$ cat config.mk
export PLATFORM = sky130hd
export DESIGN_NAME = dmem_arbiter
export DESIGN_NICKNAME = d
export VERILOG_FILES = /design/src/rtl/dmem_arbiter_pkg.sv /design/src/rtl/dmem_addr_check.sv /design/src/rtl/dmem_arbiter.sv
export SDC_FILE = /design/constraint.sdc
export NUM_CORES = 1
export LEC_CHECK = 0
export BUFFER_PORTS_ARGS = -buffer_cell sky130_fd_sc_hd__buf_2
export CORE_MARGIN = 4
export CORE_UTILIZATION = 45
export DETAILED_ROUTE_END_ITERATION = 10
export PLACE_DENSITY = 0.8
export SYNTH_ARGS = -nofsm -noshare
export SYNTH_HDL_FRONTEND = slang
export SYNTH_SLANG_ARGS = --single-unit
export TNS_END_PERCENT = 20
$ cat constraint.sdc
create_clock -name clk -period 1.93 [get_ports clk]
set_clock_uncertainty 0.1 [all_clocks]
set_input_delay 0.193 -clock clk [delete_from_list [all_inputs] [get_ports clk]]
set_output_delay 0.193 -clock clk [all_outputs]
set_load 0.005 [all_outputs]
$ cat src/rtl/dmem_arbiter_pkg.sv
// Shared definitions for the data-memory arbiter and its address checker.
package dmem_arbiter_pkg;

    // Default memory window: byte address of word 0 and size in 32-bit words.
    localparam logic [31:0] DMEM_BASE_ADDR   = 32'h1001_0000;
    localparam int unsigned DMEM_DEPTH_WORDS = 4096;

    // Arbiter FSM: wait for a request, then spend exactly one cycle on the access.
    typedef enum logic {
        IDLE   = 1'b0,
        ACCESS = 1'b1
    } arb_state_t;

    // Requester ids: CPU load/store path and bucket-sort helper engine.
    localparam logic REQ_CPU = 1'b0;
    localparam logic REQ_AUX = 1'b1;

endpackage

$ cat src/rtl/dmem_addr_check.sv
// Combinational range/alignment check for a byte address into the data memory.
// Shared with the helper engine so it can pre-check addresses the same way.
module dmem_addr_check
    import dmem_arbiter_pkg::*;
#(
    parameter logic [31:0] BASE_ADDR   = DMEM_BASE_ADDR,
    parameter int unsigned DEPTH_WORDS = DMEM_DEPTH_WORDS
) (
    input  logic [31:0] addr,
    output logic        ok
);

    // Span is kept 33 bits wide so a 4 GiB window cannot overflow the compare.
    localparam logic [32:0] SPAN_BYTES = 33'(DEPTH_WORDS) * 33'd4;

    logic [31:0] offset;

    // Word aligned, not below the base, and inside the window; the >= test
    // rejects low addresses so the wrapped subtraction never matters.
    always_comb begin
        offset = addr - BASE_ADDR;
        ok     = (addr[1:0] == 2'b00)
              && (addr >= BASE_ADDR)
              && ({1'b0, offset} < SPAN_BYTES);
    end

endmodule

$ cat src/rtl/dmem_arbiter.sv
// Two-requester arbiter in front of the single-port data memory.
// Requester 0 is the CPU load/store path, requester 1 the bucket-sort helper.
// One access per two cycles: accept in IDLE, strobe in ACCESS, respond after.
module dmem_arbiter
    import dmem_arbiter_pkg::*;
#(
    parameter logic [31:0] BASE_ADDR   = DMEM_BASE_ADDR,
    parameter int unsigned DEPTH_WORDS = DMEM_DEPTH_WORDS,
    parameter bit          FIXED_PRIO  = 1'b0
) (
    input  logic        clk,
    input  logic        reset_n,

    input  logic        r0_req_valid,
    output logic        r0_req_ready,
    input  logic        r0_req_write,
    input  logic [31:0] r0_req_addr,
    input  logic [31:0] r0_req_wdata,
    output logic        r0_resp_valid,
    output logic [31:0] r0_resp_rdata,
    output logic        r0_resp_err,

    input  logic        r1_req_valid,
    output logic        r1_req_ready,
    input  logic        r1_req_write,
    input  logic [31:0] r1_req_addr,
    input  logic [31:0] r1_req_wdata,
    output logic        r1_resp_valid,
    output logic [31:0] r1_resp_rdata,
    output logic        r1_resp_err,

    output logic        mem_write,
    output logic        mem_read,
    output logic [31:0] mem_address,
    output logic [31:0] mem_write_data,
    input  logic [31:0] mem_read_data
);

    arb_state_t  state;
    arb_state_t  state_next;

    logic        last_grant;
    logic        grant_id;
    logic        accept;

    logic [31:0] sel_addr;
    logic [31:0] sel_wdata;
    logic        sel_write;
    logic        sel_ok;

    logic        gnt_id;
    logic        acc_ok;
    logic        acc_write;

    // Pick the winner: a lone requester always wins, ties go by priority mode.
    always_comb begin
        grant_id = REQ_CPU;
        if (r0_req_valid && r1_req_valid) begin
            grant_id = FIXED_PRIO ? REQ_CPU : ~last_grant;
        end else if (r1_req_valid) begin
            grant_id = REQ_AUX;
        end
    end

    // Steer the winning requester's fields toward the check and the registers.
    always_comb begin
        sel_addr  = (grant_id == REQ_AUX) ? r1_req_addr  : r0_req_addr;
        sel_wdata = (grant_id == REQ_AUX) ? r1_req_wdata : r0_req_wdata;
        sel_write = (grant_id == REQ_AUX) ? r1_req_write : r0_req_write;
    end

    dmem_addr_check #(
        .BASE_ADDR   (BASE_ADDR),
        .DEPTH_WORDS (DEPTH_WORDS)
    ) u_addr_check (
        .addr (sel_addr),
        .ok   (sel_ok)
    );

    // FSM state register.
    always_ff @(posedge clk or negedge reset_n) begin
        if (!reset_n) begin
            state <= IDLE;
        end else begin
            state <= state_next;
        end
    end

    // Next state and the combinational ready to exactly one winner in IDLE.
    always_comb begin
        state_next   = state;
        accept       = 1'b0;
        r0_req_ready = 1'b0;
        r1_req_ready = 1'b0;
        unique case (state)
            IDLE: begin
                if (r0_req_valid || r1_req_valid) begin
                    accept       = 1'b1;
                    r0_req_ready = (grant_id == REQ_CPU);
                    r1_req_ready = (grant_id == REQ_AUX);
                    state_next   = ACCESS;
                end
            end
            ACCESS: begin
                state_next = IDLE;
            end
            default: begin
                state_next = IDLE;
            end
        endcase
    end

    // Register the accepted request and drive strobes; on leaving ACCESS,
    // capture read data into the granted requester's response registers.
    always_ff @(posedge clk or negedge reset_n) begin
        if (!reset_n) begin
            last_grant     <= REQ_AUX;
            gnt_id         <= REQ_CPU;
            acc_ok         <= 1'b0;
            acc_write      <= 1'b0;
            mem_write      <= 1'b0;
            mem_read       <= 1'b0;
            mem_address    <= '0;
            mem_write_data <= '0;
            r0_resp_valid  <= 1'b0;
            r0_resp_rdata  <= '0;
            r0_resp_err    <= 1'b0;
            r1_resp_valid  <= 1'b0;
            r1_resp_rdata  <= '0;
            r1_resp_err    <= 1'b0;
        end else begin
            r0_resp_valid <= 1'b0;
            r1_resp_valid <= 1'b0;

            if (accept) begin
                mem_address    <= sel_addr;
                mem_write_data <= sel_wdata;
                gnt_id         <= grant_id;
                last_grant     <= grant_id;
                acc_ok         <= sel_ok;
                acc_write      <= sel_write;
                mem_write      <= sel_ok && sel_write;
                mem_read       <= sel_ok && !sel_write;
            end

            if (state == ACCESS) begin
                mem_write <= 1'b0;
                mem_read  <= 1'b0;
                if (gnt_id == REQ_CPU) begin
                    r0_resp_valid <= 1'b1;
                    r0_resp_rdata <= (acc_ok && !acc_write) ? mem_read_data : '0;
                    r0_resp_err   <= !acc_ok;
                end else begin
                    r1_resp_valid <= 1'b1;
                    r1_resp_rdata <= (acc_ok && !acc_write) ? mem_read_data : '0;
                    r1_resp_err   <= !acc_ok;
                end
            end
        end
    end

endmodule
Yosys cells after proc, flatten, opt, wreduce, memory -nomap -nowiden
Cells that the tools add are included.
{"block": "word_totals", "ff_bits": 139, "inputBits": 166, "out_inout_bits": 136}
{"block": "classes", "n_addsub": 1, "n_lt_le_gt_ge": 2, "muxes": 21, "bitwise": 4, "reduce_logical": 14}
{"op": "$mux 32", "count": 3}
{"op": "$ge 32x29->1 const B", "count": 1}
{"op": "$lt 32x15->1 const B", "count": 1}
{"op": "$sub 32x29->32 const B", "count": 1}
{"op": "$mux 1", "count": 17}
{"op": "$logic_and 1x1->1", "count": 6}
{"op": "$not 1->1", "count": 4}
{"op": "$reduce_and 2->1", "count": 2}
{"op": "$logic_not 1->1", "count": 3}
{"op": "$logic_not 2->1", "count": 1}
{"op": "$pmux 1 s2", "count": 1}
{"op": "$reduce_bool 2->1", "count": 1}
{"op": "$logic_or 1x1->1", "count": 1}

Longest topological paths before layout
{"block": "depth", "word_depth": 9, "depth_mapped": 8, "mapped_depth_nobuf": 5}

By module
From an unflattened synthesis, not the netlist that was laid out.
{"block": "unflattened", "hier_cells": 500, "area_unflattened_um2": 5938.2}
{"module": "dmem_arbiter", "n_inst": 1, "cells_per_inst": 490, "area_per_inst_um2": 5866.9, "seq_area_each_um2": 3479.6}
{"module": "dmem_addr_check", "n_inst": 1, "cells_per_inst": 10, "area_per_inst_um2": 71.3, "seq_area_each_um2": 0.0}

Worst setup path before layout
OpenSTA, ideal clock, no wires.
{"block": "synth_path", "path_type": "register to register", "from": "register last_grant", "to": "register mem_write_data[20]", "setup_ns": 0.127, "arrival_ns": 1.331, "setup_slack_ns": 0.372, "path_stages_with_launch": 6, "period_less_slack_ns": 1.558, "path_cell_list": "dfstp_2 a21boi_4 and2b_1 buf_2 a222oi_1 inv_1"}
{"block": "synth_via", "elab_chain_cells": 3}
{"element": "start, declared", "line": "dmem_arbiter.sv:42", "rtl": "logic last_grant;"}
{"element": "start signal, assigned", "line": "dmem_arbiter.sv:139", "rtl": "last_grant <= grant_id;"}
{"element": "$not 1->1", "line": "dmem_arbiter.sv:59", "rtl": "grant_id = FIXED_PRIO ? REQ_CPU : ~last_grant;"}
{"element": "$mux 1", "line": "dmem_arbiter.sv:58", "rtl": "if (r0_req_valid && r1_req_valid) begin"}
{"element": "$mux 32", "line": "dmem_arbiter.sv:68", "rtl": "sel_wdata = (grant_id == REQ_AUX) ? r1_req_wdata : r0_req_wdata;"}
{"element": "end signal, assigned", "line": "dmem_arbiter.sv:137", "rtl": "mem_write_data <= sel_wdata;"}
{"element": "end, declared", "line": "dmem_arbiter.sv:35", "rtl": "output logic [31:0] mem_write_data,"}
No other way between the ends.
A chain may end at the register's enable or synchronous reset.

Worst setup path after layout
{"block": "layout_path", "from": "input r1_req_valid", "to": "output r1_req_ready"}
{"block": "layout_via", "elab_chain_cells": 4, "word_cells_on_any_way": 6, "classes_between": "mux: 4; reduce/logical: 2"}
{"element": "start, declared", "line": "dmem_arbiter.sv:23", "rtl": "input logic r1_req_valid,"}
{"element": "$mux 1 or $logic_and 1x1->1 (tied branches)", "line": "dmem_arbiter.sv:60, dmem_arbiter.sv:58"}
{"element": "$mux 1", "line": "dmem_arbiter.sv:58"}
{"element": "$mux 1 *", "line": "dmem_arbiter.sv:97", "rtl": "if (r0_req_valid || r1_req_valid) begin"}
{"element": "$mux 1 *", "line": "dmem_arbiter.sv:95", "rtl": "unique case (state)"}
{"element": "end, declared", "line": "dmem_arbiter.sv:24", "rtl": "output logic r1_req_ready,"}
Mark *: on every way between the ends. The rest lies on a longest branch, timed or not.

==> results_dict.tcl <==
set metrics [dict create \
    report.final.slew_viol_count 0 \
    clk_pin_slew_ps 60 \
    drc_errors 0 \
    place_ws_ps 144.6 \
    fillerInstances 825 \
    grt_pass1_wl_um 32200 \
    final_cell_mix "buf_2, dlygate4sd3_1, nand2_1" \
    cpPeakStageDelay_ps 530 \
    final.hold.worst_slack_ps 13.23 \
    place_hpwl_um 12290 \
    peakVddDrop_mv 0.6599 \
    critical_path_class "in -> out" \
    drtIter0Drc 709 \
    finalCriticalPeriod_ps 1870 \
    final_antenna_net_count 0 \
    finish.net_count 1170 \
    post-route-period-util 0.9692 \
    synthAdderAreaFrac 0 \
    muxShareOfSynthArea 0.06407 \
    ys_warn_count 0 \
    synth_ff_type "dfrtp_1" \
    multi_input_area_sq_um 1976 \
    core_area_sq_um 12620 \
    cp_data_required_time_ps 1640 \
    cts_buffers 17 \
    synthXorXnorAreaFrac 0 \
    path_max_fanout 16 \
    crit_top_cell "buf_2" \
    htree_num_levels 4 \
    viasPerCell 5.221 \
    yosysUniqueCellTypes 34 \
    p_leak_nw 4.942 \
    synth_fp_nets 723 \
    clk-insertion-delay-late_ps 400 \
    critPathLaunch "r1_req_valid" \
    syn_to_final_growth_pct 65.80 \
    ys_seq_elements 139 \
    clock-sinks 139 \
    cp-start-kind "input pin" \
    reg2reg_from "last_grant$_DFFE_PN1P_" \
    fmax_mhz 534.6 \
    firstDrtPassIters 7 \
    power.density_nw_per_um2 860.0 \
    hp-class "in -> reg" \
    setup_slack_ps 59.52 \
    final-setup-viol-count 0 \
    rsz0062_at_grt "false" \
    cp-endpoint "r1_req_ready" \
    setup_tns_ps 0 \
    worst_pin_slew_ps 400.4 \
    grt_pass1_vias 6383 \
    path_depth 6 \
    cap_violations 0 \
    netlist_instances 557 \
    path_delay_family "buffers and inverters" \
    netlist_area_sq_um 5781 \
    synth_compound_area_frac 0.1530 \
    numPortBuffers 301 \
    cts_tree "done" \
    relSlewSlack 0.7306 \
    arrival_ps 1580 \
    synth_edf_count 0 \
    synth_area_leaders "dfrtp_1, nand2_1, o21ai_1" \
    synth_async_sr_flop_share 1.000 \
    antenna_found_initial 1 \
    crit_path_cell_trace "dlygate4sd3_1 -> buf_2 -> a21boi_4 -> and2b_2 -> buf_12 -> buf_2" \
    dieArea_sq_um 14720 \
    crit_slowest_cell "dlygate4sd3_1" \
    die_y_um 121.3 \
    timing.rr.end "mem_write_data[9]$_DFFE_PN0P_" \
    rrSetupSlack_ps 180 \
    whs_path_depth 3 \
    die_w_um 121.3 \
    r2r_cells 5 \
    start_util 0.4581 \
    routed_wl_um 21240 \
    path_buf_inv 4 \
    wl_per_cell_um 17.86 \
    overflow 0 \
    cts_root_buf "clkbuf_16" \
    crit_path_end_kind "output pin" \
    drive_gt1_frac 0.3563 \
    finalPower_mw 8.242 \
    seq_area_frac_synth 0.6019 \
    rows 41 \
    clockBufferDepth 2 \
    pin_count 302 \
    ff_latch_area_sq_um 3481 \
    mostFrequentLayoutCell "buf_2" \
    vias 6208 \
    place_congestion 0.8295 \
    synth.largest_area_cell "dfrtp_1" \
    syn_avg_cell_area_sq_um 10.38 \
    finalHoldViolations 0 \
    synth-simple-area-share 0.1227 \
    outcome "complete, no violations" \
    grt_usage 0.2792 \
    synth_top_area_frac 0.5974 \
    synth_top_family_by_area "compound AO/OA/AOI/OAI gates" \
    grt_max_degree 68 \
]
power breakdown:
part,internal [mW],switching [mW]
combinational,0.875,0.885
sequential,3.24,0.204
clock,1.80,1.24
total,5.92,2.33
registers in the layout, indices dropped and copies added, names as in the netlist:
signal / count
mem_read: 1
mem_address: 32
r1_resp_err: 1
acc_ok: 1
r0_resp_valid: 1
r1_resp_valid: 1
mem_write_data: 32
gnt_id: 1
r1_resp_rdata: 32
state: 1
r0_resp_err: 1
mem_write: 1
r0_resp_rdata: 32
last_grant: 1
acc_write: 1
cell type report:
cell class,count,area share
flip-flops and latches,139,0.3632
clock buffers,20,0.04661
clock inverters,11,0.01018
inverters,31,0.01214
multi-input cells,347,0.2061
well taps,172,0.02245
repair buffers,468,0.3390
diodes,1,0.0002611
cell families after synthesis:
group,count (synthesis)
compound gates,142
buf+inv,71
flops,139
mux,37
simple gates,168
what timing repair did:
| action | CTS | global route |
|---|---|---|
| hold buffers | 144 | 0 |
| buffers inserted | 1 | 1 |
| gates resized for setup | 2 | 3 |
| endpoints found under the setup margin | 1 | 2 |
| endpoints found under the hold margin | 257 | 0 |
| pin swaps | 1 | 1 |
| gates cloned | 0 | 2 |
how the worst min path moves through the flow:
stage / from / endpoint / slack, ps
after floorplan: reset_n / acc_ok$_DFFE_PN0P_ / -200
after global placement: reset_n / r1_resp_rdata[27]$_DFFE_PN0P_ / 30
after detailed placement: reset_n / r0_resp_rdata[28]$_DFFE_PN0P_ / 30
after CTS: r0_req_addr[17] / mem_address[17]$_DFFE_PN0P_ / 0.1
after global routing: r0_req_addr[21] / mem_address[21]$_DFFE_PN0P_ / 4
final: r0_req_addr[23] / mem_address[23]$_DFFE_PN0P_ / 10
per-stage QoR:
| stage | utilization | area, sq um | instances |
|---|---|---|---|
| floorplan | - | 5781 | 557 |
| global placement | 0.5956 | 7516 | 1009 |
| detailed placement | 0.5956 | 7516 | 1009 |
| CTS | 0.7541 | 9517 | 1185 |
| global route | 0.7595 | 9584 | 1189 |
| finish | 0.7595 | 9584 | 1189 |
routing by layer:
metal | vias up | track usage | wire (um)
met3 | 96 | 0.07879 | 1912
met2 | 384 | 0.4646 | 10530
met5 | - | 0 | 0
met1 | 2894 | 0.3207 | 7725
met4 | 0 | 0.1632 | 1067
li1 | 2834 | - | -
worst register-to-register path, delay by kind of cell (launching register included):
| family | cells | cell delay, ps |
|---|---|---|
| buffers and inverters | 2 | 250 |
| AO/OA/AOI/OAI | 2 | 480 |
| AND/OR/NAND/NOR | 1 | 240 |
| flip-flops | 1 | 560 |
synthesized netlist by cell type (2+ instances only):
| master | n |
|---|---|
| nand2_1 | 140 |
| o21ai_0 | 4 |
| nor4_1 | 5 |
| dfrtp_1 | 138 |
| o21ai_1 | 101 |
| buf_6 | 7 |
| nor3_1 | 2 |
| clkbuf_1 | 16 |
| a222oi_1 | 28 |
| buf_2 | 14 |
| nor4bb_1 | 2 |
| or3_1 | 2 |
| nor2_1 | 5 |
| nand4b_1 | 2 |
| a31oi_1 | 2 |
| mux2i_1 | 37 |
| inv_1 | 30 |
| a21o_1 | 2 |
| nand3b_1 | 3 |
| buf_1 | 3 |
(Power assumes the default switching activity.)
